[config.mk]
export PLATFORM = sky130hd
export DESIGN_NAME = z4_serial_addsub
export DESIGN_NICKNAME = d
export VERILOG_FILES = /design/src/rtl/z4_serial_addsub.sv
export SDC_FILE = /design/constraint.sdc
export NUM_CORES = 1
export LEC_CHECK = 0
export BUFFER_PORTS_ARGS = -buffer_cell sky130_fd_sc_hd__buf_2
export CAP_MARGIN = 10
export CORE_MARGIN = 4
export CORE_UTILIZATION = 55
export CTS_CLUSTER_SIZE = 24
export DETAILED_ROUTE_END_ITERATION = 8
export PLACE_DENSITY = 0.77
export SLEW_MARGIN = 20
export SYNTH_ARGS = -nofsm -noshare
export SYNTH_HDL_FRONTEND = slang
export SYNTH_SLANG_ARGS = --single-unit
export TNS_END_PERCENT = 20
[constraint.sdc]
create_clock -name clk -period 3.8 [get_ports clk]
set_input_delay 1.14 -clock clk [delete_from_list [all_inputs] [get_ports clk]]
set_output_delay 1.14 -clock clk [all_outputs]
set_load 0.01 [all_outputs]
[src/rtl/z4_serial_addsub.sv]
// Digit-serial W-bit adder/subtractor: D bits per clock, LSB digit first,
// with valid/ready handshakes on operand and result sides.
module z4_serial_addsub #(
    parameter int W = 3,
    parameter int D = 1
) (
    input  logic         clk,
    input  logic         rst,
    input  logic         in_valid,
    output logic         in_ready,
    input  logic [W-1:0] a,
    input  logic [W-1:0] b,
    input  logic         cin,
    input  logic         sub,
    output logic         out_valid,
    input  logic         out_ready,
    output logic [W-1:0] sum,
    output logic         cout
);

    localparam int N  = W / D;
    localparam int CW = (N > 1) ? $clog2(N) : 1;

    generate
        if (W < 1 || (W % D) != 0) begin : g_param_check
            $error("z4_serial_addsub: W must be >= 1 and a multiple of D");
        end
    endgenerate

    typedef enum logic [1:0] {IDLE, RUN, DONE} state_t;

    state_t        state_q, state_d;
    logic [CW-1:0] cnt_q, cnt_d;
    logic [W-1:0]  a_q, a_d;
    logic [W-1:0]  b_q, b_d;
    logic          carry_q, carry_d;
    logic [W-1:0]  sum_q, sum_d;
    logic          cout_q, cout_d;
    logic [D:0]    digit;

    function automatic logic [D:0] digit_add(input logic [D-1:0] x,
                                             input logic [D-1:0] y,
                                             input logic         c);
        return {1'b0, x} + {1'b0, y} + {{D{1'b0}}, c};
    endfunction

    always_comb begin
        state_d   = state_q;
        cnt_d     = cnt_q;
        a_d       = a_q;
        b_d       = b_q;
        carry_d   = carry_q;
        sum_d     = sum_q;
        cout_d    = cout_q;
        in_ready  = 1'b0;
        out_valid = 1'b0;
        digit     = digit_add(a_q[int'(cnt_q) * D +: D], b_q[int'(cnt_q) * D +: D], carry_q);

        case (state_q)
            IDLE: begin
                in_ready = !rst;
                if (in_valid) begin
                    // Subtraction is folded into the operands: invert b, seed carry with ~borrow.
                    a_d     = a;
                    b_d     = b ^ {W{sub}};
                    carry_d = cin ^ sub;
                    cnt_d   = '0;
                    state_d = RUN;
                end
            end
            RUN: begin
                sum_d[int'(cnt_q) * D +: D] = digit[D-1:0];
                carry_d = digit[D];
                if (cnt_q == CW'(N - 1)) begin
                    cout_d  = digit[D];
                    state_d = DONE;
                end else begin
                    cnt_d = cnt_q + 1'b1;
                end
            end
            DONE: begin
                out_valid = 1'b1;
                if (out_ready) begin
                    state_d = IDLE;
                end
            end
            default: state_d = IDLE;
        endcase
    end

    always_ff @(posedge clk) begin
        if (rst) begin
            state_q <= IDLE;
            cnt_q   <= '0;
            sum_q   <= '0;
            cout_q  <= 1'b0;
        end else begin
            state_q <= state_d;
            cnt_q   <= cnt_d;
            sum_q   <= sum_d;
            cout_q  <= cout_d;
        end
    end

    // Operand and carry registers are only meaningful in RUN, so they carry no reset.
    always_ff @(posedge clk) begin
        a_q     <= a_d;
        b_q     <= b_d;
        carry_q <= carry_d;
    end

    assign sum  = sum_q;
    assign cout = cout_q;

endmodule
==> run_results.csv <==
group,metric,value,unit
outcome,outcome,"finished, final reports clean",
layout,final_cells,106,
pwr,power_density,366,nW/um^2
cts,h-tree-depth,1,
grt,grt_pass1_wl,2240,um
cts,cts_resized,0,
timing,finalHoldViolCount,0,
critical_path,start_kind,"input pin",
yosys,ys_ff_latch,15,
timing,whs,0.459,ns
timing,rsz0062_at_grt,"no",
floorplan,start_util,59.4,%
cts,cts_buffer_depth,2,
run,max-cap-violations,0,
cts,cts.sinks,15,
pwr,irDropWorstVdd,0.221,mV
cts,postCtsHoldBufs,0,
floorplan,chipWidth,45.7,um
critical_path,crit_path_end_kind,"output pin",
grt,grt_use_total,14.8,%
grt,grt_pass1_vias,534,
timing,slew_headroom,39.8,%
floorplan,io_pins,18,
yosys,synth_top_cell_by_area,"edfxtp_1",
routing,drc_errors,0,
routing,vias_per_cell,5.64,
grt,overflow,0,
timing,period_share,71.3,%
layout,n_antenna_cell,0,
routing,detail-route-antenna-nets,0,
yosys,synthTopCellsByArea,"edfxtp_1, dfxtp_1, mux2i_1",
floorplan,rows,13,
yosys,synth_edf_count,7,
layout,syn_to_final_growth,13.8,%
yosys,yosys_warnings,0,
floorplan,die_h,45.7,um
cts,cts_buffers,3,
layout,layout-drive-gt1-share,25.3,%
yosys,synth_most_common_cell,"nand2_1",
critical_path,critPathArrivalTime,1.57,ns
yosys,synth_top_flop_cell,"dfxtp_1",
critical_path,required,2.66,ns
routing,dr.pass1.iters,4,
timing,setup_viol,0,
routing,wl_per_cell,12.3,um
critical_path,cp_max_fo,9,
placement,placed_cells,102,
routing,drt_iter0_markers,16,
timing,fin_tns_setup,0,ns
layout,final_nets,108,
timing,worst_slack,1.09,ns
yosys,ys_seq_area_share,47.4,%
grt,antenna_found_initial,0,
cts,path_clk_slew,0.09,ns
placement,gp_congestion,0.697,
pwr,power.leakage,0.386,nW
cts,cts_setup_buffers,0,
timing,finalMaxSlewViolations,0,
placement,hpwl,1020,um
yosys,syn_nets,90,
critical_path,critical_path_class,"in2out",
yosys,async_flop_share,0,%
hold_path,hold_path.class,"reg2reg",
yosys,synth_cell_types,29,
layout,fillers,100,
yosys,yosys-top-cells-count,"nand2_1, dfxtp_1, edfxtp_1",
cts,cts_tree,"done",
yosys,synth_top_area_share,26.9,%
yosys,postSynthAreaPerCell,10.6,um^2
timing,fin_skew,0.00674,ns
timing,finalCriticalPeriod,2.71,ns
placement,dpl_worst_slack,1.08,ns
routing,via_count,598,
floorplan,core,1320,um^2
yosys,synth_area,782,um^2
timing,worst_slew_pin_slew,0.900,ns
grt,grt_max_degree,14,
cts,root_buffer,"clkbuf_4",
timing,max_freq,0.369,GHz
yosys,synthCells,74,
layout,post-route-util,67.5,%
placement,numPortBuffers,17,
routing,drt-total-wl,1310,um
floorplan,die_area,2090,um^2
cts,clock_latency,0.28,ns
==> path summary, 6_finish.rpt <==
path / startpoint / endpoint / slack [ns] / cells past startpoint
min reg2reg: sum[0] / sum[0] / 0.46 / 2
min: sum[0] / sum[0] / 0.46 / 2
max reg2reg: cnt_q[1] / sum[2] / 1.72 / 6
max: rst / in_ready / 1.09 / 3
==> worst max-delay path: stages <==
cell	delay (ns)
buf_2	0.15
nor3_1	0.13
buf_2	0.15
==> placed cells by master (no fill, tap or decap) <==
master,n
nand2b_1,1
nand2_1,9
inv_1,4
mux2i_1,4
fa_1,1
buf_2,17
or4_1,1
nor3b_1,1
dfxtp_1,8
clkinv_2,1
or4b_1,1
o21ai_0,3
nand3b_1,1
xnor2_1,1
xor2_1,3
o21bai_1,1
nor3_1,2
a21oi_1,5
nor2_1,2
nand3_1,3
nand3b_4,2
edfxtp_1,7
and4b_1,1
and3_1,1
clkbuf_4,3
a31oi_1,2
ha_1,3
nor2b_1,3
==> registers in the layout, summed over array words and instances (netlist names) <==
register	cells
sum	3
a_q	3
b_q	3
carry_q	1
cout	1
cnt_q	2
state_q	2
==> per-stage QoR <==
step	total power [mW]	area [um^2]
floorplan	0.225	782
global placement	0.240	862
detailed placement	0.243	862
CTS	0.329	890
global route	0.344	890
finish	0.326	890
==> where the power goes <==
part / internal, mW / total [mW] / switching [mW]
Combinational: 0.0237 / 0.0494 / 0.0257
Clock: 0.0390 / 0.0871 / 0.0482
Sequential: 0.180 / 0.190 / 0.00923
==> routing by layer <==
layer / wire length (um) / GRT usage, %
met5: 0 / 0
met1: 560 / 20.0
met4: 5 / 5.11
met3: 103 / 2.37
met2: 637 / 24.0
==> final cells by class <==
cell class | instances | area, um^2 | share of cell area [%]
Multi-Input combinational cell | 51 | 373 | 41.9
Sequential cell | 15 | 370 | 41.6
Timing Repair Buffer | 17 | 85.1 | 9.56
Clock buffer | 3 | 22.5 | 2.53
Tap cell | 15 | 18.8 | 2.11
Inverter | 4 | 15.0 | 1.69
Clock inverter | 1 | 5.00 | 0.563
==> kinds of logic (layout without fill, tap and decap cells) <==
logic type,after synthesis,count (layout),synth area share [%]
and+or+nand+nor,28,28,23.0
DFF,15,15,47.4
AOI/OAI and AO/OA,11,11,7.68
buffers and inverters,8,25,4.96
adders and majority gates,4,4,7.36
xor gates and xnor gates,4,4,4.48
muxes,4,4,5.12
No activity file was read; power rests on OpenSTA's default activity.
